$ cat config.mk
export PLATFORM = sky130hd
export DESIGN_NAME = jtag_1149_d10_mstr_rx_aligner_flat
export DESIGN_NICKNAME = d
export VERILOG_FILES = /design/src/rtl/jtag_1149_d10_pkg.sv /design/src/rtl/jtag_1149_d10_mstr_rx_aligner_if.sv /design/src/rtl/jtag_1149_d10_comma_detect.sv /design/src/rtl/jtag_1149_d10_mstr_rx_aligner.sv /design/src/flat_wrapper.sv
export SDC_FILE = /design/constraint.sdc
export NUM_CORES = 1
export LEC_CHECK = 0
export CAP_MARGIN = 20
export CORE_MARGIN = 2
export CORE_UTILIZATION = 53
export DETAILED_ROUTE_END_ITERATION = 8
export PLACE_DENSITY = 0.85
export SLEW_MARGIN = 20
export SYNTH_ARGS = -nofsm -noshare
export SYNTH_HDL_FRONTEND = slang
export SYNTH_SLANG_ARGS = --single-unit
$ cat constraint.sdc
create_clock -name clk_i -period 3.3 [get_ports clk_i]
set_clock_uncertainty 0.2 [all_clocks]
set_input_delay 0.66 -clock clk_i [delete_from_list [all_inputs] [get_ports clk_i]]
set_output_delay 0.66 -clock clk_i [all_outputs]
set_load 0.05 [all_outputs]
$ cat src/rtl/jtag_1149_d10_pkg.sv
// rtl/jtag_1149_d10_pkg.sv - shared K28.5 constants, symbol width and aligner state encoding
package jtag_1149_d10_pkg;

  localparam int SYM_W = 10;

  localparam logic [SYM_W-1:0] K285_RDN = 10'b0011111010;
  localparam logic [SYM_W-1:0] K285_RDP = 10'b1100000101;

  typedef enum logic [1:0] {
    ST_HUNT   = 2'd0,
    ST_VERIFY = 2'd1,
    ST_LOCKED = 2'd2
  } align_state_e;

  function automatic logic is_comma(input logic [SYM_W-1:0] sym);
    return (sym == K285_RDN) || (sym == K285_RDP);
  endfunction

endpackage

$ cat src/rtl/jtag_1149_d10_mstr_rx_aligner_if.sv
// rtl/jtag_1149_d10_mstr_rx_aligner_if.sv - raw word input and aligned symbol output bundle
interface jtag_1149_d10_mstr_rx_aligner_if;
  import jtag_1149_d10_pkg::*;

  logic [SYM_W-1:0] raw_data;
  logic             raw_vld;
  logic             realign_req;
  logic [SYM_W-1:0] jtag_1149_d10_mstr_data_in;
  logic             aligned_vld;
  logic             align_lock;
  logic [3:0]       align_offset;
  logic             align_lost;

  // Aligner side: consumes raw words, produces framed symbols and status
  modport slave (
    input  raw_data, raw_vld, realign_req,
    output jtag_1149_d10_mstr_data_in, aligned_vld, align_lock, align_offset, align_lost
  );

  // Driver side: deserializer / Rx controller view
  modport master (
    output raw_data, raw_vld, realign_req,
    input  jtag_1149_d10_mstr_data_in, aligned_vld, align_lock, align_offset, align_lost
  );

endinterface

$ cat src/rtl/jtag_1149_d10_comma_detect.sv
// rtl/jtag_1149_d10_comma_detect.sv - combinational K28.5 search over a 20-bit window
module jtag_1149_d10_comma_detect
  import jtag_1149_d10_pkg::*;
(
  input  logic [2*SYM_W-1:0] win_i,
  output logic               hit_o,
  output logic [3:0]         hit_k_o
);

  // Scan from the highest offset down so the lowest matching offset is left standing
  always_comb begin
    hit_o   = 1'b0;
    hit_k_o = 4'd0;
    for (int k = SYM_W - 1; k >= 0; k--) begin
      if (is_comma(win_i[2*SYM_W-1-k -: SYM_W])) begin
        hit_o   = 1'b1;
        hit_k_o = 4'(k);
      end
    end
  end

endmodule

$ cat src/rtl/jtag_1149_d10_mstr_rx_aligner.sv
// rtl/jtag_1149_d10_mstr_rx_aligner.sv - comma word aligner; JTAG_1149_D10_RX_ALIGN_STATS_EN adds loss/slip counters
module jtag_1149_d10_mstr_rx_aligner
  import jtag_1149_d10_pkg::*;
#(
  parameter int                      ENC_DATA_WIDTH = 10,
  parameter int                      LOCK_CNT       = 3,
  parameter int                      LOSS_CNT       = 4,
  parameter int                      CNT_WIDTH      = 3,
  parameter logic [ENC_DATA_WIDTH-1:0] IDLE_SYM     = 10'b0011111010
) (
  input  logic clk_i,
  input  logic rst_i,
  jtag_1149_d10_mstr_rx_aligner_if.slave bus
`ifdef JTAG_1149_D10_RX_ALIGN_STATS_EN
  ,
  output logic [15:0] align_loss_cnt_o,
  output logic [15:0] align_slip_cnt_o
`endif
);

  localparam logic [CNT_WIDTH-1:0] LOCK_TGT = CNT_WIDTH'(LOCK_CNT);
  localparam logic [CNT_WIDTH-1:0] LOSS_TGT = CNT_WIDTH'(LOSS_CNT);
  localparam logic [CNT_WIDTH-1:0] CNT_ONE  = CNT_WIDTH'(1);
  localparam logic [CNT_WIDTH-1:0] CNT_MAX  = {CNT_WIDTH{1'b1}};

  align_state_e                state_q, state_d;
  logic [CNT_WIDTH-1:0]        vcnt_q, vcnt_d, lcnt_q, lcnt_d;
  logic [CNT_WIDTH-1:0]        vcnt_inc, lcnt_inc;
  logic [3:0]                  cand_off_q, cand_off_d;
  logic [3:0]                  lock_off_q, lock_off_d;
  logic                        lost_q, lost_d;
  logic [ENC_DATA_WIDTH-1:0]   prev_word_q;
  logic [ENC_DATA_WIDTH-1:0]   data_q, data_d;
  logic                        avld_q, avld_d;
  logic [2*ENC_DATA_WIDTH-1:0] window;
  logic [ENC_DATA_WIDTH-1:0]   cand_sel;
  logic                        det_hit, hit;
  logic [3:0]                  det_k;

  assign window = {prev_word_q, bus.raw_data};
  assign hit    = bus.raw_vld & det_hit;

  jtag_1149_d10_comma_detect u_comma_detect (
    .win_i   (window),
    .hit_o   (det_hit),
    .hit_k_o (det_k)
  );

  // Counters stop at all-ones instead of wrapping
  assign vcnt_inc = (vcnt_q == CNT_MAX) ? vcnt_q : vcnt_q + CNT_ONE;
  assign lcnt_inc = (lcnt_q == CNT_MAX) ? lcnt_q : lcnt_q + CNT_ONE;

  // Pick the window slice at the locked offset
  always_comb begin
    cand_sel = '0;
    for (int k = 0; k < ENC_DATA_WIDTH; k++) begin
      if (lock_off_q == 4'(k)) cand_sel = window[2*ENC_DATA_WIDTH-1-k -: ENC_DATA_WIDTH];
    end
  end

  // State register, counters, offsets and the previous raw word
  always_ff @(posedge clk_i) begin
    if (rst_i) begin
      state_q     <= ST_HUNT;
      vcnt_q      <= '0;
      lcnt_q      <= '0;
      cand_off_q  <= 4'd0;
      lock_off_q  <= 4'd0;
      lost_q      <= 1'b0;
      prev_word_q <= '0;
    end else begin
      state_q    <= state_d;
      vcnt_q     <= vcnt_d;
      lcnt_q     <= lcnt_d;
      cand_off_q <= cand_off_d;
      lock_off_q <= lock_off_d;
      lost_q     <= lost_d;
      if (bus.raw_vld) prev_word_q <= bus.raw_data;
    end
  end

  // Next-state: realign wins, otherwise only a valid comma moves the FSM
  always_comb begin
    state_d    = state_q;
    vcnt_d     = vcnt_q;
    lcnt_d     = lcnt_q;
    cand_off_d = cand_off_q;
    lock_off_d = lock_off_q;
    lost_d     = 1'b0;
    if (bus.realign_req) begin
      state_d = ST_HUNT;
      vcnt_d  = '0;
      lcnt_d  = '0;
    end else if (hit) begin
      unique case (state_q)
        ST_HUNT: begin
          cand_off_d = det_k;
          vcnt_d     = CNT_ONE;
          if (CNT_ONE >= LOCK_TGT) begin
            state_d    = ST_LOCKED;
            lock_off_d = det_k;
            lcnt_d     = '0;
          end else begin
            state_d = ST_VERIFY;
          end
        end
        ST_VERIFY: begin
          if (det_k == cand_off_q) begin
            vcnt_d = vcnt_inc;
            if (vcnt_inc >= LOCK_TGT) begin
              state_d    = ST_LOCKED;
              lock_off_d = cand_off_q;
              lcnt_d     = '0;
            end
          end else begin
            cand_off_d = det_k;
            vcnt_d     = CNT_ONE;
          end
        end
        ST_LOCKED: begin
          if (det_k == lock_off_q) begin
            lcnt_d = '0;
          end else begin
            lcnt_d = lcnt_inc;
            if (lcnt_inc >= LOSS_TGT) begin
              state_d = ST_HUNT;
              lost_d  = 1'b1;
              vcnt_d  = '0;
              lcnt_d  = '0;
            end
          end
        end
        default: state_d = ST_HUNT;
      endcase
    end
  end

  // Output mux: framed symbol while locked, idle comma otherwise
  always_comb begin
    data_d = data_q;
    avld_d = 1'b0;
    if (state_q == ST_LOCKED) begin
      if (bus.raw_vld) begin
        data_d = cand_sel;
        avld_d = 1'b1;
      end
    end else begin
      data_d = IDLE_SYM;
    end
  end

  // Output register, one cycle behind the window
  always_ff @(posedge clk_i) begin
    if (rst_i) begin
      data_q <= IDLE_SYM;
      avld_q <= 1'b0;
    end else begin
      data_q <= data_d;
      avld_q <= avld_d;
    end
  end

  assign bus.jtag_1149_d10_mstr_data_in = data_q;
  assign bus.aligned_vld                = avld_q;
  assign bus.align_lock                 = (state_q == ST_LOCKED);
  assign bus.align_offset               = lock_off_q;
  assign bus.align_lost                 = lost_q;

`ifdef JTAG_1149_D10_RX_ALIGN_STATS_EN
  logic [15:0] loss_cnt_q, slip_cnt_q;
  logic        slip_evt;

  assign slip_evt = (state_q == ST_LOCKED) && hit && (det_k != lock_off_q);

  // Saturating loss and slip statistics, cleared only by reset
  always_ff @(posedge clk_i) begin
    if (rst_i) begin
      loss_cnt_q <= 16'd0;
      slip_cnt_q <= 16'd0;
    end else begin
      if (lost_d && (loss_cnt_q != 16'hFFFF)) loss_cnt_q <= loss_cnt_q + 16'd1;
      if (slip_evt && (slip_cnt_q != 16'hFFFF)) slip_cnt_q <= slip_cnt_q + 16'd1;
    end
  end

  assign align_loss_cnt_o = loss_cnt_q;
  assign align_slip_cnt_o = slip_cnt_q;
`endif

endmodule

$ cat src/flat_wrapper.sv
// flat-port wrapper written by rule: the top's interface ports become plain ports
module jtag_1149_d10_mstr_rx_aligner_flat import jtag_1149_d10_pkg::*;
#(
  parameter int                      ENC_DATA_WIDTH = 10,
  parameter int                      LOCK_CNT       = 3,
  parameter int                      LOSS_CNT       = 4,
  parameter int                      CNT_WIDTH      = 3,
  parameter logic [ENC_DATA_WIDTH-1:0] IDLE_SYM     = 10'b0011111010
)
  (clk_i, rst_i, bus_raw_data, bus_raw_vld, bus_realign_req, bus_jtag_1149_d10_mstr_data_in, bus_aligned_vld, bus_align_lock, bus_align_offset, bus_align_lost);
  jtag_1149_d10_mstr_rx_aligner_if bus_i ();
  input  logic clk_i;
  input  logic rst_i;
  input wire logic [$bits(bus_i.raw_data)-1:0] bus_raw_data;
  input wire logic [$bits(bus_i.raw_vld)-1:0] bus_raw_vld;
  input wire logic [$bits(bus_i.realign_req)-1:0] bus_realign_req;
  output wire logic [$bits(bus_i.jtag_1149_d10_mstr_data_in)-1:0] bus_jtag_1149_d10_mstr_data_in;
  output wire logic [$bits(bus_i.aligned_vld)-1:0] bus_aligned_vld;
  output wire logic [$bits(bus_i.align_lock)-1:0] bus_align_lock;
  output wire logic [$bits(bus_i.align_offset)-1:0] bus_align_offset;
  output wire logic [$bits(bus_i.align_lost)-1:0] bus_align_lost;
  assign bus_i.raw_data = bus_raw_data;
  assign bus_i.raw_vld = bus_raw_vld;
  assign bus_i.realign_req = bus_realign_req;
  assign bus_jtag_1149_d10_mstr_data_in = bus_i.jtag_1149_d10_mstr_data_in;
  assign bus_aligned_vld = bus_i.aligned_vld;
  assign bus_align_lock = bus_i.align_lock;
  assign bus_align_offset = bus_i.align_offset;
  assign bus_align_lost = bus_i.align_lost;
  jtag_1149_d10_mstr_rx_aligner #(.ENC_DATA_WIDTH(ENC_DATA_WIDTH), .LOCK_CNT(LOCK_CNT), .LOSS_CNT(LOSS_CNT), .CNT_WIDTH(CNT_WIDTH), .IDLE_SYM(IDLE_SYM)) u_core (.clk_i(clk_i), .rst_i(rst_i), .bus(bus_i));
endmodule
==> Implementation_results.wiki <==
{| class="wikitable"
! Metric !! Value
|-
| Run status || finished with violations
|-
| Failing checks || setup timing
|-
| Most common library cell in the layout ignoring fill and taps || sky130_fd_sc_hd__buf_4
|-
| Part of the Yosys area used for sequential elements || 23.55%
|-
| Count of input and output buffers || 30
|-
| Tmin final || 3.385 ns
|-
| Netlist cell types || 73
|-
| Post-synthesis cell area || 3231 sq um
|-
| Final total negative setup slack || -0.4383 ns
|-
| Cell Pwr Density || 273.1 nW/um^2
|-
| YS warnings || 0
|-
| Synthesized instance count || 430
|-
| Worst max-slew margin expressed relative to the limit || 46.73%
|-
| X dimension of the die || 82.08 microns
|-
| Post-layout util || 71.34%
|-
| H-tree Lvls || 2
|-
| Data arrival time of the critical path || 3.39 ns
|-
| Initial Util || 54.56%
|-
| Proportion of synthesized flip-flops having asynchronous set or reset || 0%
|-
| Number of failing hold endpoints at the final stage || 0
|-
| Net count, final || 514
|-
| Sinks on the clock net || 38
|-
| Inserted Clock Buffers || 5
|-
| Share of cells above drive strength 1 || 22.83%
|-
| Highest clock rate || 0.2954 GHz
|-
| Boundary Pins || 31
|-
| Die footprint || 6736 sq um
|-
| Crit path cell chain || buf_8, or4b_4, nor4_4, a41oi_2, buf_4, and3_4, a311o_1, a211oi_4, buf_6, a32oi_2, o31a_1, o21a_1
|-
| Wire length after detailed routing || 10.78 mm
|-
| Number of design rule violations left after detail routing || 0
|-
| Wire length of the first global-routing pass || 16.62 mm
|-
| Tot GR Track Use || 31.46%
|-
| Family with the most delay on the worst path || compound AO/OA/AOI/OAI gates
|-
| Hold-fix buffers, CTS || 0
|-
| Most frequent cells in the layout || sky130_fd_sc_hd__buf_4, sky130_fd_sc_hd__nor2_1, sky130_fd_sc_hd__nand2_1
|-
| Number of failing setup endpoints in the final timing report || 8
|-
| Post-Syn Area per Cell || 7.513 sq um
|-
| Post-Synthesis Net Count || 450
|-
| Initial antenna violation count || 0
|-
| Slew @ Worst Pin || 0.7980 ns
|-
| Leakage || 1.686 nW
|-
| Flip-flop cell with the highest count after synthesis || sky130_fd_sc_hd__dfxtp_1
|-
| Count of state elements after synthesis || 38
|-
| First-iteration detailed-routing DRC count || 420
|-
| Buffers and inverters on the worst path || 3
|-
| Clock tree from TritonCTS || yes
|-
| Final weighted congestion in routability-driven placement || 0.9651
|-
| Largest fanout of any net on the critical path || 5
|-
| Number of max-cap violations || 0
|-
| Antenna diode instance count || 0
|-
| Fin crit share || 102.6%
|-
| Final worst hold slack || 0.2815 ns
|-
| Number of nets still failing antenna checks after routing || 0
|-
| Maximum number of pins on one net before global-route repair || 30
|-
| Type of destination of the critical path || flip-flop
|-
| Number of enable-type register cells in the synthesized netlist || 0
|-
| Worst Path Class, Setup || input pin to flip-flop
|-
| Drt pass-1 iters || 9
|-
| Cell with the largest stage delay on the worst path || sky130_fd_sc_hd__or4b_4
|-
| Overall power after layout || 1.154 mW
|-
| Sum of net half-perimeters after detailed placement || 7.371 mm
|-
| Crit path launch type || input pin
|-
| Worst-case register-to-register setup slack || 0.09 ns
|-
| Peak per-stage delay on the critical path || 0.56 ns
|-
| Class of the tightest hold or removal check || flip-flop to flip-flop
|-
| Root buffer cell || sky130_fd_sc_hd__clkbuf_8
|-
| RSZ-0062 raised after global routing || true
|-
| Std-Cell Rows || 28
|-
| Worst path setup slack after routing || -0.08522 ns
|-
| Longest Clk Path Bufs || 2
|-
| Worst vdd rail ir drop || 0.2253 mV
|-
| Y dimension of the die || 82.08 microns
|-
| Area grow syn2layout || 30.75%
|-
| Via-per-instance ratio || 6.612
|-
| Placeable core region || 5921 sq um
|-
| Clock transition at the registers of the reported paths || 0.09 ns
|-
| Max Slew Vio Count || 0
|-
| Vias in the first global route || 3384
|-
| Clock latency on the worst-skew pair || 0.30 ns
|-
| Total via count in the routed design || 3769
|-
| Req. time, crit path || 3.30 ns
|-
| GR Overflow Total || 0
|-
| DR WL/cell || 18.92 microns
|}
==> registers in the layout (all words and copies together), names as in the netlist <==
signal,flops
u_core.bus.align_lost,1
u_core.bus.align_offset,4
u_core.bus.aligned_vld,1
u_core.bus.jtag_1149_d10_mstr_data_in,10
u_core.cand_off_q,4
u_core.lcnt_q,3
u_core.prev_word_q,10
u_core.state_q,2
u_core.vcnt_q,3
==> final cells by class <==
type	instances	area [sq um]
Clock buffer	5	68.82
Clock inverter	3	68.82
Fill cell	460	1697
Inverter	13	48.80
Multi-Input combinational cell	345	2424
Sequential cell	38	762.0
Tap cell	75	93.84
Timing Repair Buffer	91	758.2
==> layer usage <==
| layer | GRT usage (%) | wire length (microns) | vias to the layer above |
|---|---|---|---|
| met5 | 0 | 0 | - |
| met4 | 11.83 | 335 | 0 |
| met3 | 4.066 | 946 | 47 |
| met2 | 50.49 | 4981 | 238 |
| met1 | 42.88 | 4521 | 1749 |
| li1 | - | - | 1735 |
==> worst paths after layout <==
path	to	cells past startpoint	from
max	u_core.vcnt_q[0]$_SDFFE_PP0P_	12	bus_raw_data[8]
min	u_core.vcnt_q[1]$_SDFFE_PP0P_	2	u_core.vcnt_q[1]$_SDFFE_PP0P_
max reg2reg	u_core.bus.align_offset[2]$_SDFFE_PP0P_	12	u_core.prev_word_q[3]$_SDFFE_PP0P_
min reg2reg	u_core.vcnt_q[1]$_SDFFE_PP0P_	2	u_core.vcnt_q[1]$_SDFFE_PP0P_
==> kinds of logic after synthesis <==
logic type               count (synthesis)  synth area share (%)
AND/OR/NAND/NOR                        194                 32.84
AO/OA/AOI/OAI                          105                 22.89
buffers and inverters                   47                 5.770
flip-flops                              38                 23.55
multiplexers                            37                 11.81
adder cells (fa/ha/maj)                  6                 2.324
XOR/XNOR                                 3                0.8135
==> where the power goes <==
| group | switching (mW) | total, mW | internal [mW] |
|---|---|---|---|
| registers | 0.0155 | 0.481 | 0.466 |
| logic | 0.0971 | 0.179 | 0.0822 |
| clock network | 0.190 | 0.493 | 0.303 |
| total | 0.303 | 1.15 | 0.851 |
==> what timing repair did <==
action | in CTS | in global routing
gates resized for setup | 37 | 12
buffers inserted | 3 | 7
endpoints found under the setup margin | 16 | 16
pin swaps | 13 | 9
==> worst register-to-register path, stage by stage, from the launching register on <==
cell                      delay [ns]
sky130_fd_sc_hd__dfxtp_1        0.59
sky130_fd_sc_hd__or4bb_1        0.20
sky130_fd_sc_hd__nor4_1         0.04
sky130_fd_sc_hd__buf_4          0.14
sky130_fd_sc_hd__nor4_4         0.43
sky130_fd_sc_hd__nand2_1        0.18
sky130_fd_sc_hd__buf_4          0.19
sky130_fd_sc_hd__o31ai_2        0.28
sky130_fd_sc_hd__buf_4          0.19
sky130_fd_sc_hd__nor2_1         0.05
sky130_fd_sc_hd__nand3_1        0.26
sky130_fd_sc_hd__mux2i_1        0.26
sky130_fd_sc_hd__nor2_1         0.06
==> synth_stat cells, drive strengths merged, types with 3 or more instances <==
cell type,number,area [sq um]
nor2,53,198.9
nand2,42,157.7
dfxtp,38,760.7
mux2i,31,310.3
o21ai,28,140.1
clkbuf,24,90.09
a21oi,17,85.08
nor4,15,106.4
inv,13,48.79
buf,10,47.54
nand2b,10,62.56
nand3,8,40.04
or2,8,50.06
nor3,7,35.03
a22oi,6,45.04
a31oi,6,37.54
ha,6,75.07
mux2,6,71.31
a211oi,5,50.05
a221oi,5,43.79
and4,5,43.79
nand4,5,31.28
nor2b,5,31.28
a311oi,4,41.29
nand3b,4,30.03
nor4bb,4,40.04
or3,4,25.02
or3b,4,35.04
a221o,3,30.03
a32oi,3,26.28
and2,3,18.77
and3,3,18.77
o2bb2ai,3,26.28
o31ai,3,22.52
==> stage by stage <==
| step | std cells | cell area (sq um) | worst slack, ns |
|---|---|---|---|
| CTS | 563 | 4131 | -0.06716 |
| floorplan | 430 | 3292 | -0.06756 |
| finish | 570 | 4224 | -0.08522 |
| global placement | 552 | 3918 | -0.6399 |
| global route | 570 | 4224 | -0.1573 |
| detailed placement | 552 | 3918 | -0.6972 |
Note: power is estimated with default switching activity, not from simulation.
